### src/rtl/mem_port_arbiter.sv
// Arbiter sharing one single-port, variable-latency memory between instruction fetch
// and the load/store stage; data side has priority, fetch is forced through after starvation.
module mem_port_arbiter #(
    parameter int ADDR_W       = 32,
    parameter int DATA_W       = 32,
    parameter int STARVE_LIMIT = 4
) (
    input  logic              clk,
    input  logic              rst_n,
    input  logic              if_req,
    input  logic [ADDR_W-1:0] if_addr,
    output logic [DATA_W-1:0] if_rdata,
    output logic              if_valid,
    input  logic              d_req,
    input  logic              d_we,
    input  logic [ADDR_W-1:0] d_addr,
    input  logic [DATA_W-1:0] d_wdata,
    output logic [DATA_W-1:0] d_rdata,
    output logic              d_valid,
    output logic              mem_req,
    output logic              mem_we,
    output logic [ADDR_W-1:0] mem_addr,
    output logic [DATA_W-1:0] mem_wdata,
    input  logic              mem_ack,
    input  logic [DATA_W-1:0] mem_rdata,
    output logic              stallF,
    output logic              stallM,
    output logic [2:0]        fsm_state,
    output logic [3:0]        starve_count
);

    localparam logic [2:0] IDLE   = 3'd0;
    localparam logic [2:0] BUSY_I = 3'd1;
    localparam logic [2:0] BUSY_D = 3'd2;
    localparam logic [2:0] RESP_I = 3'd3;
    localparam logic [2:0] RESP_D = 3'd4;

    localparam logic [3:0] LIMIT = 4'(STARVE_LIMIT);

    logic [2:0]        state;
    logic [3:0]        starve_cnt;
    logic [ADDR_W-1:0] lat_addr;
    logic [DATA_W-1:0] lat_wdata;
    logic              lat_we;
    logic              busy;
    logic              force_fetch;

    // Handshake: a requester raises req with its payload and holds both until its
    // valid pulse; in the cycle after valid it must drop req or present a new request.
    // The memory side sees mem_req held with stable payload until mem_ack.
    assign busy        = (state == BUSY_I) || (state == BUSY_D);
    assign force_fetch = if_req && (starve_cnt == LIMIT);

    always_ff @(posedge clk or negedge rst_n) begin
        if (!rst_n) begin
            state      <= IDLE;
            starve_cnt <= '0;
            lat_addr   <= '0;
            lat_wdata  <= '0;
            lat_we     <= 1'b0;
            if_rdata   <= '0;
            d_rdata    <= '0;
        end else begin
            case (state)
                IDLE: begin
                    if (d_req && !force_fetch) begin
                        state     <= BUSY_D;
                        lat_addr  <= d_addr;
                        lat_wdata <= d_wdata;
                        lat_we    <= d_we;
                        if (if_req && (starve_cnt < LIMIT)) begin
                            starve_cnt <= starve_cnt + 4'd1;
                        end
                    end else if (if_req) begin
                        state      <= BUSY_I;
                        lat_addr   <= if_addr;
                        lat_wdata  <= '0;
                        lat_we     <= 1'b0;
                        starve_cnt <= '0;
                    end
                end
                BUSY_I: begin
                    if (mem_ack) begin
                        state    <= RESP_I;
                        if_rdata <= mem_rdata;
                    end
                end
                BUSY_D: begin
                    if (mem_ack) begin
                        state <= RESP_D;
                        // Stores leave the last load result in place.
                        if (!lat_we) begin
                            d_rdata <= mem_rdata;
                        end
                    end
                end
                RESP_I, RESP_D: state <= IDLE;
                default:        state <= IDLE;
            endcase
        end
    end

    assign mem_req   = busy;
    assign mem_we    = busy && lat_we;
    assign mem_addr  = lat_addr;
    assign mem_wdata = busy ? lat_wdata : '0;

    assign if_valid = (state == RESP_I);
    assign d_valid  = (state == RESP_D);

    assign stallF = if_req && !if_valid;
    assign stallM = d_req && !d_valid;

    assign fsm_state    = state;
    assign starve_count = starve_cnt;

endmodule

### config.mk
export PLATFORM = sky130hd
export DESIGN_NAME = mem_port_arbiter
export DESIGN_NICKNAME = d
export VERILOG_FILES = /design/src/rtl/mem_port_arbiter.sv
export SDC_FILE = /design/constraint.sdc
export NUM_CORES = 1
export LEC_CHECK = 0
export ABC_AREA = 1
export CAP_MARGIN = 5
export CELL_PAD_IN_SITES_DETAIL_PLACEMENT = 1
export CELL_PAD_IN_SITES_GLOBAL_PLACEMENT = 1
export CORE_UTILIZATION = 28
export CTS_CLUSTER_DIAMETER = 40
export DETAILED_ROUTE_END_ITERATION = 10
export MAX_ROUTING_LAYER = met4
export PLACE_DENSITY_LB_ADDON = 0.1
export SYNTH_ARGS = -nofsm -noshare
export SYNTH_HDL_FRONTEND = slang
export SYNTH_SLANG_ARGS = --single-unit
export TNS_END_PERCENT = 5
### constraint.sdc
create_clock -name clk -period 1.3 [get_ports clk]
set_input_delay 0.195 -clock clk [delete_from_list [all_inputs] [get_ports clk]]
set_output_delay 0.195 -clock clk [all_outputs]
set_load 0.01 [all_outputs]
Word level (Yosys, flattened, before mapping)

Cells that the tools add are included.

Output and inout bits: 141
Word-level logic and storage cells: 51
Bits of input ports: 134
Register bits after elaboration: 136

Bitwise logic cells: 1
Order comparisons: 1
Reduce and logical (&&, ||, !) cells: 17
Add/sub/neg operators: 1
Equal/unequal tests: 9
Multiplexer cells: 15

Operator list:

| cell                                                       | count |
|---|---|
| 2-to-1 mux 32 bit                                          | 5 |
| 2-to-1 mux 3 bit                                           | 4 |
| 2-to-1 mux 4 bit                                           | 3 |
| case mux 3 bit (3 select lines)                            | 1 |
| AND reduction 3 bit                                        | 3 |
| equality test 3 x 2 -> 1 bit, second input constant        | 2 |
| logical AND 1 bit                                          | 6 |
| adder 4 x 1 -> 4 bit, second input constant                | 1 |
| equality test 4 x 3 -> 1 bit, second input constant        | 1 |
| less-than comparator 4 x 3 -> 1 bit, second input constant | 1 |
| != test 2 bit, second input constant                       | 2 |
| AND reduction 2 bit                                        | 2 |
| equality test 3 x 1 -> 1 bit, second input constant        | 1 |
| equality test 3 bit, second input constant                 | 1 |
| zero test 1 bit                                            | 3 |
| zero test 3 bit                                            | 1 |
| != test 3 bit, second input constant                       | 1 |
| 2-to-1 mux 1 bit                                           | 2 |
| != test 2 x 1 -> 1 bit, second input constant              | 1 |
| nonzero test 2 bit                                         | 1 |
| logical OR 1 bit                                           | 1 |
| inverter 1 bit                                             | 1 |

Logic depth before layout (Yosys ltp)

Depth in word-level cells: 6
Depth in mapped cells: 10
Depth with buffers taken out: 10

Worst setup path after synthesis

No wires, ideal clock.

Path type: register to register
From: reg starve_cnt[0], in the netlist starve_count[0]
To: reg lat_addr[10], in the netlist mem_addr[10]
Required time: 1.183 ns
Arrival: 1.390 ns
Cell stages (with the launch flop): 10
Slack: -0.207 ns
Clock period less this slack: 1.507 ns
Path buffers: 1
Setup time: 0.117 ns
Path through: dfrtp_1 -> inv_1 -> ha_1 -> inv_1 -> nor2_2 -> nand2_2 -> clkbuf_1 -> nand3b_1 -> nand3_1 -> nand2_1

Word-level cells in the longest chain between the ends: 6
Elaborated cells between the ends (all ways): 7
Classes of those cells: eq/ne (1); mux (1); reduce/logical (5)

Ends and longest elaborated chain:

| what                             | RTL line | RTL |
|---|---|---|
| from (decl)                      | 41       | `logic [3:0] starve_cnt;` |
| from (signal assigned)           | 72       | `starve_cnt <= starve_cnt + 4'd1;` |
| equality test 4 x 3 -> 1 bit (*) | 52       | `assign force_fetch = if_req && (starve_cnt == LIMIT);` |
| logical AND 1 bit (*)            | 52       |  |
| zero test 1 bit (*)              | 66       | `if (d_req && !force_fetch) begin` |
| logical AND 1 bit (*)            | 66       |  |
| nonzero test 2 bit (no line)     | --       |  |
| AND reduction 2 bit (no line)    | --       |  |
| to (signal assigned)             | 68       | `lat_addr <= d_addr;` |
| to (signal assigned)             | 76       | `lat_addr <= if_addr;` |
| to (decl)                        | 42       | `logic [ADDR_W-1:0] lat_addr;` |

Every way passes the cells marked *; elsewhere a longest branch is shown, timed or not.
A chain may end at the register's enable or synchronous reset.

Worst setup path in the final report

From: reg state[2], in the netlist fsm_state[2]
To: out stallM

Word-level cells in the longest chain between the ends: 3

Ends and longest elaborated chain:

| what                   | RTL line | RTL |
|---|---|---|
| from (decl)            | 40       | `logic [2:0] state;` |
| from (signal assigned) | 56       | `state <= IDLE;` |
| from (signal assigned) | 67       | `state <= BUSY_D;` |
| from (signal assigned) | 75       | `state <= BUSY_I;` |
| equality test 3 bit    | 109      | `assign d_valid = (state == RESP_D);` |
| zero test 1 bit        | 112      | `assign stallM = d_req && !d_valid;` |
| logical AND 1 bit      | 112      |  |
| to (decl)              | 27       | `output logic stallM,` |

Every way passes these cells.

==> summary.txt <==
Worst setup path
  • Max stage delay cell, worst path: sky130_fd_sc_hd__dfrtp_2
  • Critical path cell sequence: buf_4 -> buf_4 -> inv_2 -> nor3_2 -> buf_4 -> nor2_1 -> buf_2
  • Setup CP Type: reg -> out
  • Crit-path leading delay family: buffers and inverters
  • Element type at the critical path end: output pin
  • CP most frequent cell: sky130_fd_sc_hd__buf_4
  • Required arrival time at the worst endpoint: 1.11 ns
  • CP startpoint kind: register
  • Count of buffering cells on the critical path with inverters included: 5
  • Peak fanout along the critical path: 3
  • Delay contributed by the slowest stage of the critical path: 0.45 ns
  • Arrival time of the worst setup path: 1.60 ns

Global route
  • Initial antenna violation count: 0
  • Maximum number of pins on one net before global-route repair: 45
  • Overall fraction of global-route tracks in use: 18.6%
  • Global-route wire length before repair: 33400 um
  • Vias in the first global route: 6292
  • Grt ovf: 0

Finish
  • Commonest cells after routing, fill and taps aside: sky130_fd_sc_hd__nand2_1 (135), sky130_fd_sc_hd__dfrtp_1 (133), sky130_fd_sc_hd__clkdlybuf4s50_1 (132)
  • Commonest non-fill, non-tap cell in the layout: sky130_fd_sc_hd__nand2_1
  • Filler-free cell count of the finished design: 1348
  • Number of nets in the layout: 1186
  • Filler cells: 2610
  • Synthesis-to-layout area growth: 64.2%
  • Antenna Cells: 0
  • Layout cells sized above 1: 28.5%

Drt
  • Via density per instance: 4.37
  • Detailed-router iteration count before antenna repair: 4
  • Iter 0 DRT Violations: 237
  • Drt total wl: 20500 um
  • Count of antenna-violating nets left after detailed routing: 0
  • Wire length per cell: 15.2 um
  • Count of unresolved DRC violations after routing: 0
  • Vias: 5896

Place
  • Placed Cells: 1310
  • Post-DP HPWL: 15200 um
  • Routability congestion estimate: 0.750
  • I/O Buffers: 274

Floorplan
  • Number of standard-cell rows in the floorplan: 55
  • Initial standard-cell utilization of the core: 28.5%
  • Width of the chip: 154 um
  • Boundary Pins: 275
  • Full die area: 0.0236 mm2
  • Die Height: 154 um
  • Core outline area: 0.0226 mm2

Pwr
  • Total power density per cell area: 2290 mW/mm2
  • Leakage power total: 5.10 nW
  • VDD IR-drop max: 0.822 mV

Timing
  • Slew at the pin closest to its max-slew limit: 0.301 ns
  • Final sum of negative setup slack: -51.33 ns
  • Final-report setup violation count: 176
  • Time the worst path needs with I/O delays and setup: 1.79 ns
  • Final worst-path setup slack: -0.493 ns
  • Fin crit share: 138%
  • Count of pins over their slew limit: 0
  • Hold Fails Final Rpt: 0
  • Clock skew after layout: 0.00928 ns
  • Setup repair after global routing missed its margin: yes
  • Tightest slew margin relative to the limit: 79.9%
  • Fmax: 558 MHz

Outcome
  • Status: finished with violations
  • Failing checks: negative setup slack

Synth
  • Post-Synthesis Mean Instance Area: 8.85 um2
  • Yosys warning total: 0
  • Cell variety after synth: 28
  • Sequential cell area fraction in the yosys report: 52.9%
  • Synthesis-stage register bit count: 136
  • Mapped Nets: 863
  • Post-synthesis cell count: 727
  • Netlist area before placement: 0.00643 mm2

Worst hold path
  • Min-delay worst type: in -> async

Clocking
  • Clock tree from TritonCTS: built
  • CTS Buffer Depth: 2
  • Inserted Clock Buffers: 17
  • Post-CTS clock slew at the launch and capture registers of the worst setup and hold paths: 0.06 ns
  • Clock latency reported for the late side of the worst-skew pair: 0.42 ns
  • Num Clock Sinks: 136
  • CTS HTree Levels: 4
  • Clock root buffer: sky130_fd_sc_hd__clkbuf_16

Run
  • Total of max-cap violations: 0
[layer usage]
layer / wire, um / GRT usage [%] / vias up
met5: 0 / - / -
li1: - / - / 2922
met2: 9740 / 29.6 / 168
met3: 1370 / 5.50 / 17
met1: 9140 / 22.7 / 2789
met4: 281 / 5.48 / 0
[cells by family after synthesis]
group | count (synthesis) | share of synthesized area, %
DFF | 136 | 52.9
buffers and inverters | 149 | 10.8
AOI/OAI and AO/OA | 97 | 11.1
and+or+nand+nor | 342 | 24.7
adders and majority gates | 2 | 0.389
xor gates and xnor gates | 1 | 0.136
[state kept, by name (all words and copies together) (netlist names)]
name / cells
lat_we: 1
lat_wdata: 32
mem_addr: 32
d_rdata: 32
starve_count: 4
fsm_state: 3
if_rdata: 32
[Yosys cell counts]
cell type / number / area (um2)
sky130_fd_sc_hd__a21boi_0: 1 / 7.51
sky130_fd_sc_hd__a21oi_1: 2 / 10.0
sky130_fd_sc_hd__a21oi_2: 28 / 245
sky130_fd_sc_hd__a21oi_4: 1 / 16.3
sky130_fd_sc_hd__buf_1: 3 / 11.3
sky130_fd_sc_hd__buf_2: 18 / 90.1
sky130_fd_sc_hd__buf_6: 15 / 169
sky130_fd_sc_hd__clkbuf_1: 5 / 18.8
sky130_fd_sc_hd__dfrtp_1: 136 / 3400
sky130_fd_sc_hd__ha_1: 2 / 25.0
sky130_fd_sc_hd__inv_1: 101 / 379
sky130_fd_sc_hd__inv_2: 7 / 26.3
sky130_fd_sc_hd__nand2_1: 152 / 571
sky130_fd_sc_hd__nand2_2: 2 / 12.5
sky130_fd_sc_hd__nand2_4: 2 / 22.5
sky130_fd_sc_hd__nand3_1: 70 / 350
sky130_fd_sc_hd__nand3_4: 1 / 17.5
sky130_fd_sc_hd__nand3b_1: 33 / 248
sky130_fd_sc_hd__nand4_1: 3 / 18.8
sky130_fd_sc_hd__nor2_1: 69 / 259
sky130_fd_sc_hd__nor2_2: 3 / 18.8
sky130_fd_sc_hd__nor2_4: 3 / 33.8
sky130_fd_sc_hd__nor2_8: 1 / 20.0
sky130_fd_sc_hd__nor3_1: 3 / 15.0
sky130_fd_sc_hd__o21ai_0: 30 / 150
sky130_fd_sc_hd__o21ai_1: 5 / 25.0
sky130_fd_sc_hd__o21ai_2: 30 / 263
sky130_fd_sc_hd__xor2_1: 1 / 8.76
[final cells by class]
cell class,count,area [um2],area share [%]
Sequential cell,136,3410,32.2
Inverter,108,410,3.88
Clock buffer,17,425,4.03
Timing Repair Buffer,345,3270,30.9
Multi-Input combinational cell,442,2530,24.0
Tap cell,285,357,3.37
Clock inverter,15,168,1.59
[power breakdown]
part	internal (mW)	total [mW]	leakage, nW	switching (mW)
registers	6.29	7.28	1.67	0.990
clock network	2.76	4.92	0.296	2.15
logic	5.65	12.0	3.13	6.32
total	14.7	24.2	5.10	9.47
[worst register-to-register path, cell delays in order (launching register included)]
cell and delay [ns]:
sky130_fd_sc_hd__dfrtp_2 0.45, sky130_fd_sc_hd__buf_4 0.15, sky130_fd_sc_hd__buf_4 0.15, sky130_fd_sc_hd__inv_2 0.06, sky130_fd_sc_hd__buf_4 0.11, sky130_fd_sc_hd__nand3_4 0.07, sky130_fd_sc_hd__nor2_4 0.13, sky130_fd_sc_hd__buf_12 0.17
sky130_fd_sc_hd__buf_12 0.18, sky130_fd_sc_hd__nand3_1 0.09, sky130_fd_sc_hd__o21ai_0 0.09
[timing repair]
item	CTS	global route
resized for setup	373	63
endpoints found under the setup margin	276	222
buffers inserted	2	1
pin swaps	3	6
hold endpoints to repair	136	0
gates cloned	1	1
hold buffers	1	0
[final timing paths]
kind                                          startpoint  slack [ns]  cells after the start                         to
worst max-delay path            fsm_state[2]$_DFFE_PN0P_       -0.49                      7                     stallM
worst min-delay path                               rst_n        0.19                      2    d_rdata[19]$_DFFE_PN0P_
worst max register to register  fsm_state[2]$_DFFE_PN0P_       -0.41                     10   lat_wdata[8]$_DFFE_PN0P_
worst min register to register   mem_addr[3]$_DFFE_PN0P_        0.47                      2    mem_addr[3]$_DFFE_PN0P_
max in group asynchronous                          rst_n        0.56                      3   mem_addr[19]$_DFFE_PN0P_
min in group clk                             d_wdata[27]        0.34                      3  lat_wdata[27]$_DFFE_PN0P_
[stage by stage]
stage | area (um2) | hold WS, ns | worst slack [ns] | utilization, % | total power [mW]
2_1_floorplan | 6560 | -0.101 | -0.114 | - | 13.2
3_3_place_gp | 10100 | 0.0534 | -0.491 | 44.5 | 19.9
3_5_place_dp | 10100 | 0.0519 | -0.527 | 44.5 | 20.1
4_1_cts | 10500 | 0.170 | -0.541 | 46.7 | 24.4
5_1_grt | 10600 | 0.185 | -0.590 | 46.8 | 26.0
6_report | 10600 | 0.188 | -0.493 | 46.8 | 24.2
No activity file was read; power rests on OpenSTA's default activity.
